File: src/rtl/clint_pkg.sv
// clint_pkg: offsets, types and address helpers shared by the CLINT.
// Offsets are 16-bit byte offsets relative to the block base address.
package clint_pkg;

  localparam logic [15:0] MSIP_OFF        = 16'h0000;
  localparam logic [15:0] MTIMECMP_LO_OFF = 16'h4000;
  localparam logic [15:0] MTIMECMP_HI_OFF = 16'h4004;
  localparam logic [15:0] MTIME_LO_OFF    = 16'hBFF8;
  localparam logic [15:0] MTIME_HI_OFF    = 16'hBFFC;

  localparam logic [31:0] SPAN_LAST = 32'h0000_FFFF;

  typedef enum logic {
    IDLE = 1'b0,
    RESP = 1'b1
  } clint_state_t;

  typedef logic [63:0] UInt64;

  // Inclusive unsigned range check.
  function automatic logic x_in_range(
    input logic [31:0] x,
    input logic [31:0] lo,
    input logic [31:0] hi
  );
    return (x >= lo) && (x <= hi);
  endfunction

  // Word alignment: only the two low address bits matter.
  function automatic logic ialigned(
    input logic [1:0] a
  );
    return a == 2'b00;
  endfunction

endpackage

File: src/rtl/clint_tick_gen.sv
// clint_tick_gen: mtime tick source. Optional prescaler (CLINT_PRESCALER_EN).
// Ports: clk, reset (async, active-high), clear (restart count), tick (out).
module clint_tick_gen #(
  parameter int unsigned TICK_DIV = 1
) (
  input  logic clk,
  input  logic reset,
  input  logic clear,
  output logic tick
);

`ifdef CLINT_PRESCALER_EN

  localparam logic [15:0] LAST = 16'(TICK_DIV - 1);

  logic [15:0] count;

  // The tick is asserted on the cycle whose edge wraps the count to 0.
  assign tick = (count == LAST);

  always_ff @(posedge clk or posedge reset) begin
    if (reset) begin
      count <= '0;
    end else if (clear || tick) begin
      count <= '0;
    end else begin
      count <= count + 16'd1;
    end
  end

`else

  logic unused_ok;

  assign unused_ok = &{1'b0, clk, reset, clear};
  assign tick      = 1'b1;

`endif

endmodule

File: src/rtl/mmio_clint.sv
// mmio_clint: CLINT responder (msip, mtimecmp, mtime) with valid/ready MMIO.
// Ports: clk, reset, req_* / resp_* handshakes, mtip, msip. Macro CLINT_PRESCALER_EN.
module mmio_clint
  import clint_pkg::*;
#(
  parameter logic [31:0] BASE           = 32'h0200_0000,
  parameter UInt64       RESET_MTIMECMP = 64'hFFFF_FFFF_FFFF_FFFF,
  parameter int unsigned TICK_DIV       = 1
) (
  input  logic        clk,
  input  logic        reset,
  input  logic        req_valid,
  output logic        req_ready,
  input  logic [31:0] req_addr,
  input  logic        req_wen,
  input  logic [31:0] req_wdata,
  output logic        resp_valid,
  input  logic        resp_ready,
  output logic [31:0] resp_rdata,
  output logic        resp_error,
  output logic        mtip,
  output logic        msip
);

  localparam logic [31:0] LAST = BASE + SPAN_LAST;

  clint_state_t state;

  UInt64 mtime;
  UInt64 mtimecmp;
  logic  msip_q;

  logic [15:0] off;
  logic        in_rng;
  logic        aligned;
  logic        ok;
  logic        sel_msip;
  logic        sel_cmp_lo;
  logic        sel_cmp_hi;
  logic        sel_time_lo;
  logic        sel_time_hi;
  logic        err;
  logic [31:0] rd;

  logic accept;
  logic wr;
  logic we_msip;
  logic we_cmp_lo;
  logic we_cmp_hi;
  logic we_time_lo;
  logic we_time_hi;
  logic tick;

  assign req_ready  = (state == IDLE);
  assign resp_valid = (state == RESP);
  assign msip       = msip_q;

  assign accept = req_valid && req_ready;
  assign wr     = accept && req_wen;

  // Only the low 16 offset bits select a register; the range check
  // covers the rest of the address.
  always_comb begin
    off         = req_addr[15:0] - BASE[15:0];
    in_rng      = x_in_range(req_addr, BASE, LAST);
    aligned     = ialigned(req_addr[1:0]);
    ok          = in_rng && aligned;
    sel_msip    = ok && (off == MSIP_OFF);
    sel_cmp_lo  = ok && (off == MTIMECMP_LO_OFF);
    sel_cmp_hi  = ok && (off == MTIMECMP_HI_OFF);
    sel_time_lo = ok && (off == MTIME_LO_OFF);
    sel_time_hi = ok && (off == MTIME_HI_OFF);
    err         = !(sel_msip || sel_cmp_lo || sel_cmp_hi ||
                    sel_time_lo || sel_time_hi);
  end

  always_comb begin
    rd = '0;
    unique case (1'b1)
      sel_msip:    rd = {31'd0, msip_q};
      sel_cmp_lo:  rd = mtimecmp[31:0];
      sel_cmp_hi:  rd = mtimecmp[63:32];
      sel_time_lo: rd = mtime[31:0];
      sel_time_hi: rd = mtime[63:32];
      default:     rd = '0;
    endcase
  end

  assign we_msip    = wr && sel_msip;
  assign we_cmp_lo  = wr && sel_cmp_lo;
  assign we_cmp_hi  = wr && sel_cmp_hi;
  assign we_time_lo = wr && sel_time_lo;
  assign we_time_hi = wr && sel_time_hi;

  clint_tick_gen #(
    .TICK_DIV(TICK_DIV)
  ) u_tick (
    .clk  (clk),
    .reset(reset),
    .clear(we_time_lo || we_time_hi),
    .tick (tick)
  );

  always_ff @(posedge clk or posedge reset) begin
    if (reset) begin
      msip_q   <= 1'b0;
      mtimecmp <= RESET_MTIMECMP;
    end else begin
      if (we_msip) begin
        msip_q <= req_wdata[0];
      end
      if (we_cmp_lo) begin
        mtimecmp[31:0] <= req_wdata;
      end
      if (we_cmp_hi) begin
        mtimecmp[63:32] <= req_wdata;
      end
    end
  end

  // A half write wins over the tick; the other half is left as it was,
  // with no carry between halves on that edge.
  always_ff @(posedge clk or posedge reset) begin
    if (reset) begin
      mtime <= '0;
    end else if (we_time_lo) begin
      mtime <= {mtime[63:32], req_wdata};
    end else if (we_time_hi) begin
      mtime <= {req_wdata, mtime[31:0]};
    end else if (tick) begin
      mtime <= mtime + 64'd1;
    end
  end

  // Registered compare on pre-edge values: one cycle of lag.
  always_ff @(posedge clk or posedge reset) begin
    if (reset) begin
      mtip <= 1'b0;
    end else begin
      mtip <= (mtime >= mtimecmp);
    end
  end

  always_ff @(posedge clk or posedge reset) begin
    if (reset) begin
      state      <= IDLE;
      resp_rdata <= '0;
      resp_error <= 1'b0;
    end else begin
      unique case (state)
        IDLE: begin
          if (req_valid) begin
            state      <= RESP;
            resp_rdata <= (err || req_wen) ? 32'd0 : rd;
            resp_error <= err;
          end
        end
        RESP: begin
          if (resp_ready) begin
            state      <= IDLE;
            resp_rdata <= '0;
            resp_error <= 1'b0;
          end
        end
        default: begin
          state <= IDLE;
        end
      endcase
    end
  end

endmodule
File: config.mk
export PLATFORM = sky130hd
export DESIGN_NAME = mmio_clint
export DESIGN_NICKNAME = d
export VERILOG_FILES = /design/src/rtl/clint_pkg.sv /design/src/rtl/clint_tick_gen.sv /design/src/rtl/mmio_clint.sv
export SDC_FILE = /design/constraint.sdc
export NUM_CORES = 1
export LEC_CHECK = 0
export CORE_UTILIZATION = 35
export CTS_CLUSTER_DIAMETER = 200
export CTS_CLUSTER_SIZE = 10
export DETAILED_ROUTE_END_ITERATION = 10
export HOLD_SLACK_MARGIN = 0.15
export PLACE_DENSITY = 0.53
export SYNTH_ARGS = -nofsm -noshare
export SYNTH_HDL_FRONTEND = slang
export SYNTH_SLANG_ARGS = --single-unit
File: constraint.sdc
create_clock -name clk -period 6.7 [get_ports clk]
set_input_delay 1.34 -clock clk [delete_from_list [all_inputs] [get_ports clk]]
set_output_delay 1.34 -clock clk [all_outputs]
set_load 0.02 [all_outputs]
==> impl_metrics.csv <==
group,metric,value,unit
sta,slew_headroom,36.2,%
critical_path,r2r_start,"mtime[1]",
logic_synthesis,syn_area,10800,sq um
grt,grt_pass1_vias,8938,
grt,antenna_found_initial,0,
detailed_routing,vias_per_cell,5.73,
logic_synthesis,synth_nets,1299,
clock_tree,post_cts_buffers,0,
critical_path,cp-end-kind,"flop",
logic_synthesis,ys_ff_latch,164,
clock_tree,path_clk_slew,70,ps
critical_path,crit_cells,8,
floorplan,pin_count,106,
detailed_routing,wl,33.5,mm
logic_synthesis,synth.most_common_cell,"dfrtp_1",
sta,finalClockSkew,14.7,ps
critical_path,crit_chain,"clkdlybuf4s50_1 > nor4_1 > and3_1 > nand4_4 > nor2_4 > buf_4 > nand2_1 > o21ai_0",
critical_path,rr_endpoint,"mtime[60]",
sta,min_period,4220,ps
critical_path,endpoint,"mtimecmp[36]",
detailed_routing,top_layer,"met4",
sta,rsz0062_at_grt,"false",
critical_path,critical_path_required,7070,ps
critical_path,cp-startpoint,"req_addr[30]",
logic_synthesis,yosysSeqAreaShare,38.7,%
layout,post_route_cells_drive_above_1_share,13.8,%
sta,hold_violations,0,
grt,grt_start_max_net_pins,86,
sta,fmax,237,MHz
placed_design,numPortBuffers,105,
clock_tree,clock-sinks,164,
pwr,power_density,166,nW/um^2
logic_synthesis,syn_inst,1165,
placed_design,place.gp.congestion,0.868,
logic_synthesis,ys.warnings.count,0,
outcome,outcome,"finished, final reports clean",
pwr,p_leak,5.43,nW
clock_tree,insertion_delay,450,ps
critical_path,worst-path-buf-inv,2,
clock_tree,root_buffer,"clkbuf_16",
critical_path,cpMaxStageDelayCell,"nor2_4",
sta,final.setup.tns,0,ps
run,cap_violations,0,
logic_synthesis,synthTopCellsByArea,"dfrtp_1 (23%), dfstp_2 (16%), ha_1 (7.5%)",
critical_path,critical_path_peak_fanout,34,
floorplan,die_h,178,um
sta,tightest_slew,949,ps
logic_synthesis,synth_common_cells,"dfrtp_1 (100), nand2_1 (96), a21oi_1 (92), o21ai_0 (86), inv_1 (84)",
grt,grt-ovfl-total,0,
floorplan,row_count,63,
floorplan,die_w,178,um
logic_synthesis,synth_top_area_share,23.2,%
detailed_routing,route.detailed.drc,0,
critical_path,arrival,4590,ps
placed_design,dpl.hpwl,23.5,mm
detailed_routing,met2WireLength,15.1,mm
critical_path,r2r_cells,7,
detailed_routing,route.vias.total,9375,
clock_tree,cts_made_buffers,17,
worst_hold_path,min_path_type,"reg2reg",
logic_synthesis,avgSynthCellArea,9.28,sq um
pwr,peakVddDrop,165,uV
critical_path,critical-path-max-stage-delay,790,ps
detailed_routing,drtAntennaViolNets,0,
logic_synthesis,synthArstFlopShare,100,%
logic_synthesis,synth_top_cell_by_area,"dfrtp_1",
critical_path,critPathKind,"in2reg",
grt,grt_pass1_wl,52.6,mm
logic_synthesis,ys_types,75,
layout,final_core_util,42.3,%
detailed_routing,drt_iter0_markers,800,
critical_path,regToRegSetupSlack,3650,ps
clock_tree,cts_resized,0,
critical_path,critPathTopFamily,"simple AND/OR/NAND/NOR gates",
clock_tree,htree_levels,4,
critical_path,start_kind,"input port",
layout,diodes,0,
detailed_routing,met3_length,1.41,mm
clock_tree,cts_buffer_depth,2,
clock_tree,cts_tree,"yes",
detailed_routing,wire_per_inst,20.5,um
layout,num-nets-final,1367,
sta,slew_viol_final,0,
grt,grt_usage,21.8,%
floorplan,core-area,30000,sq um
layout,nFillCells,2965,
layout,syn_to_final_growth,17.4,%
detailed_routing,wl_met1,16.5,mm
floorplan,die_area,31600,sq um
logic_synthesis,ys_dominant_reg_cell,"dfrtp_1",
sta,final-setup-viol-count,0,
floorplan,start_util,36.0,%
sta,finalCritPeriodShare,63.0,%
logic_synthesis,synth_edf_count,0,
detailed_routing,drtPass1Iterations,7,
clock_tree,ctsHoldBuffers,0,
[worst min path at each step]
stage	start	endpoint	slack (ps)	cells past startpoint
final	resp_rdata[25]	resp_rdata[25]	500	1
after global routing	resp_rdata[24]	resp_rdata[24]	520	1
after CTS	mtimecmp[27]	mtimecmp[27]	510	2
after detailed placement	resp_rdata[1]	resp_rdata[1]	490	1
after global placement	mtimecmp[27]	mtimecmp[27]	490	2
after floorplan	mtimecmp[27]	mtimecmp[27]	460	2
[layer usage]
| metal | up-vias | global-route usage (%) |
|---|---|---|
| li1 | 4513 | - |
| met1 | 4593 | 31.6 |
| met2 | 240 | 33.7 |
| met3 | 29 | 2.83 |
| met4 | 0 | 6.16 |
| met5 | - | 0 |
[layout make-up]
type | count | area, sq um | area share, %
Multi-Input combinational cell | 847 | 5990 | 47.2
Inverter | 84 | 320 | 2.52
Tap cell | 390 | 488 | 3.84
Sequential cell | 164 | 4180 | 33.0
Clock inverter | 14 | 118 | 0.927
Timing Repair Buffer | 119 | 1150 | 9.09
Clock buffer | 18 | 439 | 3.46
[cell usage in the layout (no fill, tap or decap), types with 5 or more instances in the layout]
cell             instances
buf_4                   15
inv_6                    7
dfstp_2                 64
and3_1                  13
a21oi_1                 91
or4_1                    5
o41ai_1                  6
nor3_1                  14
a22oi_1                  5
o21a_1                   8
a31oi_1                  6
a21o_1                   8
and2_1                   5
and4_1                   7
a22o_1                  32
o32ai_1                  5
dfrtp_1                100
mux2_2                  32
o211ai_1                 6
inv_1                   83
nor4_4                   7
nand4_1                 36
o21ai_0                 86
o21ai_1                  5
nand2_1                 96
o31ai_1                  5
mux2i_1                 66
nor4_1                  14
nand3_1                 39
a2bb2oi_1                6
ha_1                    65
o22ai_1                 52
clkdlybuf4s50_1        104
nor2_1                  51
clkbuf_16               17
a211oi_1                 6
[power by group]
part | switching (mW) | internal [mW] | total [mW]
logic | 0.0820 | 0.0619 | 0.144
registers | 0.00351 | 0.994 | 0.997
clock network | 0.473 | 0.496 | 0.969
total | 0.558 | 1.55 | 2.11
[sequential cells by signal, summed over array words and instances (netlist names)]
name,flops
mtip,1
mtimecmp,64
resp_rdata,32
msip,1
resp_valid,1
mtime,64
resp_error,1
[through the flow]
step           hold slack (ps)  power, mW  setup WS, ps  std cells  instance area, sq um
2_1_floorplan              465       1.07          1030       1165                 10800
3_3_place_gp               487       1.16          2100       1604                 12100
3_5_place_dp               493       1.16          2010       1604                 12100
4_1_cts                    506       2.13          2470       1636                 12700
5_1_grt                    520       2.18          2240       1636                 12700
6_report                   503       2.11          2480       1636                 12700
[worst reg2reg max path: cells and delay by family (launching register included)]
kind,cells,cell delay (ps)
AOI/OAI and AO/OA,2,510
adders and majority gates,1,230
DFF,1,470
and+or+nand+nor,4,1690
[kinds of logic after synthesis]
| logic type | count (synthesis) | synth area share (%) |
|---|---|---|
| compound gates | 365 | 21.6 |
| simple gates | 319 | 16.7 |
| flops | 164 | 38.7 |
| buf+inv | 154 | 6.09 |
| mux | 98 | 9.45 |
| fa+ha+maj | 65 | 7.52 |
Power figures use the tool's default switching activity.
